<file path="config.mk">
export PLATFORM = sky130hd
export DESIGN_NAME = instr_seq_ctrl
export DESIGN_NICKNAME = d
export VERILOG_FILES = /design/src/rtl/instr_seq_ctrl.sv
export SDC_FILE = /design/constraint.sdc
export NUM_CORES = 1
export LEC_CHECK = 0
export ABC_AREA = 1
export CORE_MARGIN = 1.5
export CORE_UTILIZATION = 45
export DETAILED_ROUTE_END_ITERATION = 10
export HOLD_SLACK_MARGIN = 0.02
export PLACE_DENSITY = 0.92
export SLEW_MARGIN = 40
export SYNTH_ARGS = -nofsm -noshare
export SYNTH_HDL_FRONTEND = slang
export SYNTH_SLANG_ARGS = --single-unit
</file>
<file path="constraint.sdc">
create_clock -name clk -period 2.7 [get_ports clk]
set_input_delay 0.54 -clock clk [delete_from_list [all_inputs] [get_ports clk]]
set_output_delay 0.54 -clock clk [all_outputs]
set_load 0.05 [all_outputs]
</file>
<file path="src/rtl/instr_seq_ctrl.sv">
// rtl/instr_seq_ctrl.sv - fetch/decode/sequencing controller for the ALU/regfile datapath
// Four-cycle FETCH/DECODE/EXEC/WB instruction loop with branch steering and overflow trap.
module instr_seq_ctrl #(
  parameter int         PC_W        = 8,
  parameter logic [3:0] ALUOP_ADD   = 4'h0,
  parameter bit         TRAP_ON_OVF = 1'b1
) (
  input  logic            clk,
  input  logic            reset,
  input  logic            start,
  output logic [PC_W-1:0] imem_addr,
  input  logic [15:0]     imem_data,
  input  logic [15:0]     alu_result,
  input  logic            alu_ovf,
  input  logic            alu_take_branch,
  output logic [3:0]      ALUOp,
  output logic            ALUSrc1,
  output logic            ALUSrc2,
  output logic [15:0]     imm,
  output logic [2:0]      rd0_addr,
  output logic [2:0]      rd1_addr,
  output logic [2:0]      wr_addr,
  output logic [15:0]     wr_data,
  output logic            RegWrite,
  output logic [PC_W-1:0] pc,
  output logic            halted,
  output logic            ovf_err
);

  typedef enum logic [2:0] {S_IDLE, S_FETCH, S_DECODE, S_EXEC, S_WB, S_HALT} state_t;

  localparam logic [PC_W-1:0] PC_ONE = PC_W'(1);

  state_t          state_q, state_d;
  logic [PC_W-1:0] pc_q, pc_d;
  logic [15:0]     ir_q, ir_d;
  logic [15:0]     result_q, result_d;
  logic            take_q, take_d;
  logic            ovf_q, ovf_d;
  logic            ovf_err_q, ovf_err_d;

  logic [3:0]      opcode;
  logic [15:0]     off_sext;
  logic            writes;
  logic            is_branch;
  logic            trap;

  // Decode is purely a function of IR, so controls hold steady from EXEC through WB.
  always_comb begin
    opcode    = ir_q[15:12];
    off_sext  = {{10{ir_q[5]}}, ir_q[5:0]};
    ALUOp     = 4'h0;
    ALUSrc1   = 1'b0;
    ALUSrc2   = 1'b0;
    imm       = 16'h0000;
    rd0_addr  = 3'd0;
    rd1_addr  = 3'd0;
    wr_addr   = 3'd0;
    writes    = 1'b0;
    is_branch = 1'b0;
    if (!opcode[3]) begin
      ALUOp    = opcode;
      rd0_addr = ir_q[8:6];
      rd1_addr = ir_q[5:3];
      wr_addr  = ir_q[11:9];
      writes   = 1'b1;
    end else if (!opcode[2]) begin
      ALUOp    = opcode;
      ALUSrc2  = 1'b1;
      imm      = off_sext;
      rd0_addr = ir_q[8:6];
      wr_addr  = ir_q[11:9];
      writes   = 1'b1;
    end else if (!opcode[1]) begin
      ALUOp     = opcode;
      imm       = off_sext;
      rd0_addr  = ir_q[11:9];
      rd1_addr  = ir_q[8:6];
      is_branch = 1'b1;
    end else if (!opcode[0]) begin
      ALUOp    = ALUOP_ADD;
      ALUSrc1  = 1'b1;
      ALUSrc2  = 1'b1;
      imm      = {{7{ir_q[8]}}, ir_q[8:0]};
      wr_addr  = ir_q[11:9];
      writes   = 1'b1;
    end
  end

  assign trap      = TRAP_ON_OVF && writes && ovf_q;
  assign RegWrite  = (state_q == S_WB) && writes && !trap;
  assign halted    = (state_q == S_HALT);
  assign wr_data   = result_q;
  assign pc        = pc_q;
  assign imem_addr = pc_q;
  assign ovf_err   = ovf_err_q;

  always_comb begin
    state_d   = state_q;
    pc_d      = pc_q;
    ir_d      = ir_q;
    result_d  = result_q;
    take_d    = take_q;
    ovf_d     = ovf_q;
    ovf_err_d = ovf_err_q;
    case (state_q)
      S_IDLE, S_HALT: begin
        if (start) begin
          state_d   = S_FETCH;
          pc_d      = '0;
          ovf_err_d = 1'b0;
        end
      end
      S_FETCH: state_d = S_DECODE;
      S_DECODE: begin
        ir_d    = imem_data;
        state_d = (imem_data[15:12] == 4'hF) ? S_HALT : S_EXEC;
      end
      S_EXEC: begin
        result_d = alu_result;
        take_d   = alu_take_branch;
        ovf_d    = alu_ovf;
        state_d  = S_WB;
      end
      S_WB: begin
        if (trap) begin
          ovf_err_d = 1'b1;
          state_d   = S_HALT;
        end else begin
          // Low PC_W bits of the sign-extended offset give the modular target directly.
          pc_d    = (is_branch && take_q) ? pc_q + PC_ONE + off_sext[PC_W-1:0] : pc_q + PC_ONE;
          state_d = S_FETCH;
        end
      end
      default: state_d = S_IDLE;
    endcase
  end

  always_ff @(posedge clk or negedge reset) begin
    if (!reset) begin
      state_q   <= S_IDLE;
      pc_q      <= '0;
      ir_q      <= 16'h0000;
      result_q  <= 16'h0000;
      take_q    <= 1'b0;
      ovf_q     <= 1'b0;
      ovf_err_q <= 1'b0;
    end else begin
      state_q   <= state_d;
      pc_q      <= pc_d;
      ir_q      <= ir_d;
      result_q  <= result_d;
      take_q    <= take_d;
      ovf_q     <= ovf_d;
      ovf_err_q <= ovf_err_d;
    end
  end

endmodule

</file>
* Word-level counts from Yosys, hierarchy flattened
Cells that the tools add are included.
** Storage, ports and cells
- Bits in registers :: 46
- Latch bits :: 0
- Memory bits (writable) :: 0
- ROM bits :: 0
- Bits of input ports :: 37
- Output and inout bits :: 66
- Memories kept :: 0
** Cells by class
- Add/subtract/negate cells :: 2
- $mul :: 0
- Div/mod/pow operators :: 0
- Order comparisons :: 0
- Eq/ne operators :: 9
- Shifts and indexed selects :: 0
- Muxes and demuxes :: 38
- Bitwise logic cells :: 0
- Reductions and logical operators :: 10
** Operators by type and width (number)
- two-way mux 16 bit :: 4
- two-way mux 3 bit :: 13
- two-way mux 8 bit :: 3
- case mux 8 bit (2 select lines) :: 1
- case mux 3 bit (5 select lines) :: 1
- two-way mux 1 bit :: 12
- two-way mux 4 bit :: 3
- adder 8 x 1 -> 8 bit, second input constant :: 1
- adder 8 bit :: 1
- == test 3 x 2 -> 1 bit, second input constant :: 2
- == test 3 bit, second input constant :: 2
- inequality test 2 bit, second input constant :: 3
- AND reduction 3 bit :: 2
- == test 4 bit, second input constant :: 1
- logical AND 1 bit :: 4
- == test 3 x 1 -> 1 bit, second input constant :: 1
- logical NOT 3 bit :: 1
- case mux 1 bit (2 select lines) :: 1
- nonzero test 2 bit :: 1
- OR reduction 2 bit :: 1
- logical NOT 1 bit :: 1

* Depth between registers and ports, before layout
Gate-level depths: netlist of the first run.
- Depth in word-level cells :: 7
- Mapped depth :: 18

* Worst setup path before layout of the first run
No wires, ideal clock.
- Kind :: reg-to-output
- Start :: reg ir_q[15]
- End :: out imm[10]
- Data arrival time :: 2.574 ns
- Required time :: 2.160 ns
- Slack :: -0.414 ns
- Cell stages (with the launch flop) :: 6
- Buffers on the path :: 1
- Cell sequence :: dfrtp_1 > inv_1 > nor2_1 > nand2_1 > o21ai_0 > buf_4
** On the way
- Word-level cells in the longest chain between the ends :: 1
** RTL lines
- from (decl) :: RTL line 36 : logic [15:0] ir_q, ir_d;
- from (signal assigned) :: RTL line 151 : ir_q <= ir_d;
- two-way mux 16 bit :: RTL line 61 : if (!opcode[3]) begin
- to (decl) :: RTL line 19 : output logic [15:0] imm,
Every way passes these cells.

* Worst setup path after layout of the first run
- Start :: reg ir_q[13]
- End :: out ALUSrc2
** On the way
- Word-level cells in the longest chain between the ends :: 3
** RTL lines
- two-way mux 1 bit :: RTL line 74 : end else if (!opcode[1]) begin
- two-way mux 1 bit :: RTL line 67 : end else if (!opcode[2]) begin
- two-way mux 1 bit :: RTL line 61
- to (decl) :: RTL line 18 : output logic ALUSrc2,
Every way passes these cells.

==> summary.json, run 1 <==
{
  "finalHoldViolations": {"value": 0},
  "placement.io_buffers": {"value": 102},
  "drt_wl_total": {"value": 7013, "unit": "um"},
  "num_vias": {"value": 2524},
  "crit_path_end_kind": {"value": "output pin"},
  "period_needed": {"value": 2543, "unit": "ps"},
  "cp_data_required_time": {"value": 2160, "unit": "ps"},
  "routed_wire_length_per_instance": {"value": 14.11, "unit": "um"},
  "timing.max_slew.rel_slack": {"value": 63.08, "unit": "%"},
  "grt_max_degree": {"value": 35},
  "route.detailed.drc": {"value": 0},
  "p_per_area": {"value": 1369, "unit": "nW/um^2"},
  "run_status": {"value": "finished, final reports clean"},
  "final_layout_size_suffix_gt1_share": {"value": 13.03, "unit": "%"},
  "global_route.usage.total": {"value": 22.53, "unit": "%"},
  "synth_enable_flop_cells": {"value": 0},
  "die_w": {"value": 80.98, "unit": "um"},
  "critical_path.max_fanout": {"value": 4},
  "max_slew.worst_pin.slew": {"value": 552.1, "unit": "ps"},
  "clk_pin_slew_worst_paths": {"value": 90, "unit": "ps"},
  "clock.fmax": {"value": 393.3, "unit": "MHz"},
  "number_of_sinks_on_the_clock_net": {"value": 46},
  "antennaDiodeCount": {"value": 0},
  "grt_first_pass_wirelength": {"value": 11390, "unit": "um"},
  "type_of_the_worst_setup_path": {"value": "flip-flop to output pin"},
  "rows": {"value": 28},
  "rsz0062_at_grt": {"value": "no"},
  "ys_seq_elements": {"value": 46},
  "cellLeakagePower": {"value": 0.001877, "unit": "uW"},
  "ys_seq_area_share": {"value": 42.07, "unit": "%"},
  "setup.reg_to_reg.worst_slack": {"value": 390, "unit": "ps"},
  "synthesis.nets": {"value": 376},
  "synth_flop_cell": {"value": "sky130_fd_sc_hd__dfrtp_1"},
  "fp.dieH": {"value": 80.98, "unit": "um"},
  "area.growth.synth_to_final": {"value": 39.14, "unit": "%"},
  "routed_via_density": {"value": 5.078},
  "layout.nets": {"value": 467},
  "starting_utilization_of_the_core_area": {"value": 46.49, "unit": "%"},
  "timing.final.setup_violations": {"value": 0},
  "final_setup_slack_of_the_worst_path": {"value": 157.3, "unit": "ps"},
  "worst_skew_late_latency": {"value": 310, "unit": "ps"},
  "first_global_vias": {"value": 2493},
  "globalRouteOverflowTotal": {"value": 0},
  "worst_clock_skew_on_the_final_layout": {"value": 10.25, "unit": "ps"},
  "dp_hpwl": {"value": 5416, "unit": "um"},
  "most_common_cell_after_layout_fill_and_taps_aside": {"value": "sky130_fd_sc_hd__clkdlybuf4s50_1"},
  "dr.first_iter.drc_count": {"value": 136},
  "drt_pre_antenna_iters": {"value": 4},
  "critPathLaunchType": {"value": "flip-flop"},
  "clock_tree.htree_level_count": {"value": 2},
  "place.gp.congestion": {"value": 0.9395},
  "max_cap_viol_count": {"value": 0},
  "final_antenna_net_count": {"value": 0},
  "worstHoldPathType": {"value": "input port to asynchronous set/reset pin"},
  "depth_of_the_worst_register_to_register_path": {"value": 12},
  "antenna_found_initial": {"value": 0},
  "cts.path.max_buffers": {"value": 2},
  "fin_tns_setup": {"value": 0, "unit": "ps"},
  "synthArstFlopShare": {"value": 100.0, "unit": "%"},
  "rr_startpoint": {"value": "imem_addr[0]$_DFFE_PN0P_"},
  "timing.rr.end": {"value": "imem_addr[6]$_DFFE_PN0P_"},
  "syn_area": {"value": 2736, "unit": "um^2"},
  "dieArea": {"value": 6558, "unit": "um^2"},
  "netlist-cell-type-count": {"value": 34},
  "ctsRootBufferMaster": {"value": "sky130_fd_sc_hd__clkbuf_8"},
  "mostFrequentLayoutCells": {"value": "sky130_fd_sc_hd__clkdlybuf4s50_1, sky130_fd_sc_hd__nand2_1, sky130_fd_sc_hd__inv_1, sky130_fd_sc_hd__dfrtp_1, sky130_fd_sc_hd__nor2_1"},
  "core_region_area": {"value": 5886, "unit": "um^2"},
  "top_level_ports": {"value": 103},
  "cts_tree": {"value": "yes"},
  "cts_hold_buffers": {"value": 0},
  "syn_area_per_cell": {"value": 8.292, "unit": "um^2"},
  "synth.yosys.warnings": {"value": 0},
  "irDropWorstVdd": {"value": 0.0008583, "unit": "V"},
  "final.period_utilization": {"value": 94.17, "unit": "%"},
  "post_synthesis_instance_total": {"value": 330},
  "critPathArrivalTime": {"value": 2000, "unit": "ps"},
  "number_of_cts_inserted_buffers": {"value": 5},
  "place_ws": {"value": 279.6, "unit": "ps"},
  "maxSlewViolCount": {"value": 0}
}
## what timing repair did
action	in CTS	in global routing
pin swaps	0	0
setup buffers	0	0
setup endpoints to repair	7	5
resized for setup	5	5
## kinds of logic after synthesis
| group | Yosys count | synth area share (%) |
|---|---|---|
| and+or+nand+nor | 126 | 21.67 |
| buffers and inverters | 72 | 12.16 |
| AOI/OAI and AO/OA | 58 | 12.07 |
| DFF | 46 | 42.07 |
| muxes | 17 | 6.996 |
| adders and majority gates | 9 | 4.390 |
| xor gates and xnor gates | 2 | 0.6403 |
## critical path, cell delays in order, from the launching register on
cell                              delay [ps]
sky130_fd_sc_hd__dfrtp_1                 400
sky130_fd_sc_hd__inv_2                   100
sky130_fd_sc_hd__nor2_4                  140
sky130_fd_sc_hd__inv_1                    70
sky130_fd_sc_hd__a21oi_1                 160
sky130_fd_sc_hd__clkdlybuf4s50_1         840
## cell type report
class | instances | area (um^2)
multi-input combinational | 212 | 1266
fill | 473 | 2078
inverter | 53 | 200.2
sequential | 46 | 1151
clock buffer | 7 | 96.34
clock inverter | 1 | 8.758
timing repair buffer | 103 | 991.0
tap | 75 | 93.84
## per-stage QoR
stage	power (uW)	hold WS, ps	cells	utilization (%)	instance area (um^2)
finish	5212	101.9	497	64.69	3807
global route	5489	126.6	497	64.69	3807
CTS	5231	109.3	497	64.48	3795
detailed placement	4752	443.3	489	62.73	3692
global placement	4659	437.7	489	62.65	3687
floorplan	3729	244.4	330	-	2743
## how the worst max path moves through the flow
stage / startpoint / to / cells after the start
5_1_grt: ir_q[13]$_DFFE_PN0N_ / ALUSrc2 / 5
3_5_place_dp: ir_q[15]$_DFFE_PN0N_ / imm[3] / 5
3_3_place_gp: ir_q[15]$_DFFE_PN0N_ / rd1_addr[0] / 5
4_1_cts: ir_q[15]$_DFFE_PN0N_ / ALUSrc1 / 5
6_report: ir_q[13]$_DFFE_PN0N_ / ALUSrc2 / 5
2_1_floorplan: imem_addr[0]$_DFFE_PN0P_ / imem_addr[6]$_DFFE_PN0P_ / 12
## per-layer routing
metal	track usage [%]	share of wire [%]
met2	37.83	48
met5	0	0
met1	27.50	42
met4	7.241	1.8
met3	7.079	8.5
## sequential cells by signal, summed over array words and instances (netlist names)
register / count
ovf_q: 1
ir_q: 16
wr_data: 16
state_q: 3
take_q: 1
ovf_err: 1
imem_addr: 8
## where the power goes
part	total, uW	switching, uW	leakage [uW]	internal (uW)
sequential	1210	220	0.000568	987
clock	482	247	0.0000544	235
combinational	3520	2450	0.00126	1070
## synthesized netlist by cell type (2+ instances only)
library cell | n | area share, %
sky130_fd_sc_hd__o21ai_2 | 3 | 0.96
sky130_fd_sc_hd__ha_1 | 8 | 3.7
sky130_fd_sc_hd__buf_4 | 15 | 4.1
sky130_fd_sc_hd__o21ai_1 | 14 | 2.6
sky130_fd_sc_hd__inv_2 | 6 | 0.82
sky130_fd_sc_hd__nand2_1 | 69 | 9.5
sky130_fd_sc_hd__nand2_2 | 3 | 0.69
sky130_fd_sc_hd__o21bai_1 | 2 | 0.55
sky130_fd_sc_hd__mux2_1 | 17 | 7.0
sky130_fd_sc_hd__buf_2 | 4 | 0.73
sky130_fd_sc_hd__o211ai_1 | 2 | 0.55
sky130_fd_sc_hd__a31oi_1 | 2 | 0.46
sky130_fd_sc_hd__dfrtp_1 | 46 | 42
sky130_fd_sc_hd__nor2_1 | 23 | 3.2
sky130_fd_sc_hd__nand3_1 | 12 | 2.2
sky130_fd_sc_hd__inv_1 | 46 | 6.3
sky130_fd_sc_hd__a21oi_1 | 9 | 1.6
sky130_fd_sc_hd__nor2_2 | 3 | 0.69
sky130_fd_sc_hd__o22ai_1 | 7 | 1.6
sky130_fd_sc_hd__o21ai_0 | 18 | 3.3
sky130_fd_sc_hd__nand4_1 | 5 | 1.1
sky130_fd_sc_hd__nor2_4 | 4 | 1.6
Note: power is estimated with default switching activity, not from simulation.
==> run 2, diff against run 1 <==
--- a/config.mk
+++ b/config.mk
@@ -9,7 +9,7 @@
 export CORE_MARGIN = 1.5
 export CORE_UTILIZATION = 45
 export DETAILED_ROUTE_END_ITERATION = 10
-export HOLD_SLACK_MARGIN = 0.02
+export HOLD_SLACK_MARGIN = 0.06
 export PLACE_DENSITY = 0.92
 export SLEW_MARGIN = 40
 export SYNTH_ARGS = -nofsm -noshare
==> results of run 2 <==
The final DEF is identical to that of run 1; final timing and power are the same.
==> run 3, diff against run 2 <==
--- a/config.mk
+++ b/config.mk
@@ -7,10 +7,10 @@
 export LEC_CHECK = 0
 export ABC_AREA = 1
 export CORE_MARGIN = 1.5
-export CORE_UTILIZATION = 45
+export CORE_UTILIZATION = 48
 export DETAILED_ROUTE_END_ITERATION = 10
 export HOLD_SLACK_MARGIN = 0.06
-export PLACE_DENSITY = 0.92
+export PLACE_DENSITY = 0.95
 export SLEW_MARGIN = 40
 export SYNTH_ARGS = -nofsm -noshare
 export SYNTH_HDL_FRONTEND = slang
==> constraint.sdc (replaced) <==
create_clock -name clk -period 3.1 [get_ports clk]
set_input_delay 0.62 -clock clk [delete_from_list [all_inputs] [get_ports clk]]
set_output_delay 0.62 -clock clk [all_outputs]
set_load 0.05 [all_outputs]
==> run 3 against run 2 <==
  * Clock power fell by 23%
  * Clock skew is 2.8 ps lower
  * First-iteration DRC count up 6.6%
  * Critical path type unchanged
  * Critical endpoint is now RegWrite
==> summary.json, run 3 (synthesized netlist as in run 1, its figures left out) <==
{
  "run_status": {"value": "finished, final reports clean"},
  "dr.first_iter.drc_count": {"value": 145, "change": "+6.6%"},
  "starting_utilization_of_the_core_area": {"value": 49.69, "unit": "%", "change": "+3.2 points"},
  "period_needed": {"value": 2941, "unit": "ps"},
  "mostFrequentLayoutCells": {"value": "sky130_fd_sc_hd__clkdlybuf4s50_1, sky130_fd_sc_hd__nand2_1, sky130_fd_sc_hd__inv_1, sky130_fd_sc_hd__dfrtp_1, sky130_fd_sc_hd__nor2_1"},
  "critical_path.max_fanout": {"value": 7, "change": "+3"},
  "fp.dieH": {"value": 78.51, "unit": "um", "change": "-3.1%"},
  "ctsRootBufferMaster": {"value": "sky130_fd_sc_hd__clkbuf_8"},
  "finalHoldWorstSlack": {"value": 309.9, "unit": "ps", "change": "+208.0 ps"},
  "dp_hpwl": {"value": 5491, "unit": "um", "change": "+1.4%"},
  "dr_wl_met3": {"value": 685, "unit": "um", "change": "+15%"},
  "place_ws": {"value": 373.1, "unit": "ps", "change": "+93.50 ps"},
  "post-place-cells": {"value": 485, "change": "-0.82%"},
  "crit_path_end_kind": {"value": "output pin"},
  "clock_tree.htree_level_count": {"value": 2, "change": "unchanged"},
  "timing.max_slew.rel_slack": {"value": 61.22, "unit": "%", "change": "-1.9 points"},
  "die_w": {"value": 78.51, "unit": "um", "change": "-3.1%"},
  "rr_startpoint": {"value": "imem_addr[0]$_DFFE_PN0P_"},
  "layout.nets": {"value": 466, "change": "-0.21%"},
  "max_slew.worst_pin.slew": {"value": 581.7, "unit": "ps", "change": "+29.66 ps"},
  "drt_pre_antenna_iters": {"value": 4, "change": "unchanged"},
  "final_setup_slack_of_the_worst_path": {"value": 159.3, "unit": "ps", "change": "+1.987 ps"},
  "grt_max_degree": {"value": 47, "change": "+34%"},
  "fin_tns_setup": {"value": 0, "unit": "ps", "change": "unchanged"},
  "number_of_sinks_on_the_clock_net": {"value": 46, "change": "unchanged"},
  "route.detailed.drc": {"value": 0, "change": "unchanged"},
  "post-cts-setup-buffer-count": {"value": 0, "change": "unchanged"},
  "critPathArrivalTime": {"value": 2320, "unit": "ps", "change": "+320 ps"},
  "rows": {"value": 27, "change": "-3.6%"},
  "number_of_cts_inserted_buffers": {"value": 5, "change": "unchanged"},
  "antennaDiodeCount": {"value": 0, "change": "unchanged"},
  "depth_of_the_worst_register_to_register_path": {"value": 12, "change": "unchanged"},
  "routed_via_density": {"value": 5.128, "change": "+0.97%"},
  "cts_hold_buffers": {"value": 0, "change": "unchanged"},
  "place.gp.congestion": {"value": 0.9536, "change": "+1.5%"},
  "routed_wire_length_per_instance": {"value": 14.54, "unit": "um", "change": "+3.0%"},
  "cts.path.max_buffers": {"value": 2, "change": "unchanged"},
  "timing.final.setup_violations": {"value": 0, "change": "unchanged"},
  "rsz0062_at_grt": {"value": "no"},
  "total_routed_wire_length_on_the_met1_layer": {"value": 2890, "unit": "um", "change": "-0.86%"},
  "dieArea": {"value": 6163, "unit": "um^2", "change": "-6.0%"},
  "cp_data_required_time": {"value": 2480, "unit": "ps", "change": "+320 ps"},
  "layout.cells.non_filler": {"value": 493, "change": "-0.80%"},
  "timing.rr.end": {"value": "imem_addr[6]$_DFFE_PN0P_"},
  "cts_tree": {"value": "yes"},
  "top_level_ports": {"value": 103, "change": "unchanged"},
  "globalRouteOverflowTotal": {"value": 0, "change": "unchanged"},
  "max_cap_viol_count": {"value": 0, "change": "unchanged"},
  "met2WireLength": {"value": 3475, "unit": "um", "change": "+3.1%"},
  "antenna_found_initial": {"value": 0, "change": "unchanged"},
  "drt_wl_total": {"value": 7167, "unit": "um", "change": "+2.2%"},
  "final.period_utilization": {"value": 94.86, "unit": "%"},
  "clock.fmax": {"value": 340.1, "unit": "MHz"},
  "area.growth.synth_to_final": {"value": 39.73, "unit": "%"},
  "clk_pin_slew_worst_paths": {"value": 90, "unit": "ps", "change": "about the same"},
  "grt_first_pass_wirelength": {"value": 11840, "unit": "um", "change": "+4.0%"},
  "final_antenna_net_count": {"value": 0, "change": "unchanged"},
  "worstHoldPathType": {"value": "input port to asynchronous set/reset pin"},
  "final_layout_size_suffix_gt1_share": {"value": 8.076, "unit": "%", "change": "-5.0 points"},
  "cp-startpoint": {"value": "state_q[1]$_DFFE_PN0P_"},
  "finalHoldViolations": {"value": 0, "change": "unchanged"},
  "worst_skew_late_latency": {"value": 310, "unit": "ps", "change": "about the same"},
  "placement.io_buffers": {"value": 102, "change": "unchanged"},
  "critPathLaunchType": {"value": "flip-flop"},
  "irDropWorstVdd": {"value": 0.0008375, "unit": "V", "change": "-2.4%"},
  "most_common_cell_after_layout_fill_and_taps_aside": {"value": "sky130_fd_sc_hd__clkdlybuf4s50_1"},
  "core_region_area": {"value": 5507, "unit": "um^2", "change": "-6.4%"},
  "type_of_the_worst_setup_path": {"value": "flip-flop to output pin"},
  "cellLeakagePower": {"value": 0.001878, "unit": "uW", "change": "about the same"},
  "first_global_vias": {"value": 2540, "change": "+1.9%"},
  "global_route.usage.total": {"value": 24.65, "unit": "%", "change": "+2.1 points"},
  "worst_clock_skew_on_the_final_layout": {"value": 7.428, "unit": "ps", "change": "-2.826 ps"},
  "setup.reg_to_reg.worst_slack": {"value": 780, "unit": "ps", "change": "+390 ps"},
  "maxSlewViolCount": {"value": 0, "change": "unchanged"},
  "maxUsedRoutingLayer": {"value": "met4"},
  "num_vias": {"value": 2528, "change": "+0.16%"},
  "p_per_area": {"value": 1191, "unit": "nW/um^2", "change": "-13%"}
}
==> run 3: changes by cell type in the layout (fill, tap and decap cells not counted), moves of 2 or more <==
| cell | change |
|---|---|
| sky130_fd_sc_hd__buf_4 | -16 |
| sky130_fd_sc_hd__dlymetal6s2s_1 | +3 |
| sky130_fd_sc_hd__nor2_2 | -2 |
| sky130_fd_sc_hd__dlygate4sd2_1 | -4 |
| sky130_fd_sc_hd__clkdlybuf4s50_1 | +17 |
| sky130_fd_sc_hd__clkbuf_8 | -2 |
| sky130_fd_sc_hd__nor2_1 | +2 |
==> run 3: worst max-delay path by stage <==
stage	end	slack (ps)	cells past startpoint
floorplan	imm[10]	30	5
global placement	imm[8]	500	5
detailed placement	imm[14]	370	5
CTS	imm[14]	20	5
global route	RegWrite	20	8
finish	RegWrite	160	8
==> run 3: critical path, stage by stage, from the launching register on <==
cell and delay (ps):
sky130_fd_sc_hd__dfrtp_1 450, sky130_fd_sc_hd__inv_2 70, sky130_fd_sc_hd__nand2_1 90, sky130_fd_sc_hd__nor2_2 170
sky130_fd_sc_hd__inv_2 90, sky130_fd_sc_hd__nor2_8 160, sky130_fd_sc_hd__o21ai_0 100, sky130_fd_sc_hd__inv_1 60
sky130_fd_sc_hd__clkdlybuf4s50_1 820
==> run 3: where the power goes <==
part | internal, uW | total, uW | switching [uW] | leakage, uW
combinational | 985 | 3130 | 2140 | 0.00127
sequential | 860 | 1060 | 197 | 0.000568
clock | 159 | 373 | 214 | 0.0000452
==> run 3: final cells by class <==
type	instances	area, um^2
multi-input combinational	212	1257
fill	396	1683
clock inverter	2	13.76
clock buffer	6	72.57
timing repair buffer	102	1039
sequential	46	1151
tap	72	90.09
inverter	53	200.2
==> run 3: what timing repair did <==
action / CTS / global route
resized for setup: 0 / 8
endpoints found under the setup margin: 0 / 8
endpoints found under the hold margin: 0 / 0
==> run 3: metrics by stage <==
step	util (%)	cell area, um^2	power (uW)
finish	69.44	3824	4555
global route	69.44	3824	4794
CTS	69.08	3804	4578
detailed placement	67.51	3717	4185
global placement	67.37	3710	4093
floorplan	-	2736	3242
==> run 3: routing by layer <==
layer | track usage, % | up-vias
met3 | 9.186 | 14
met2 | 41.38 | 108
met4 | 7.500 | 0
met5 | 0 | -
li1 | - | 1235
met1 | 29.25 | 1171
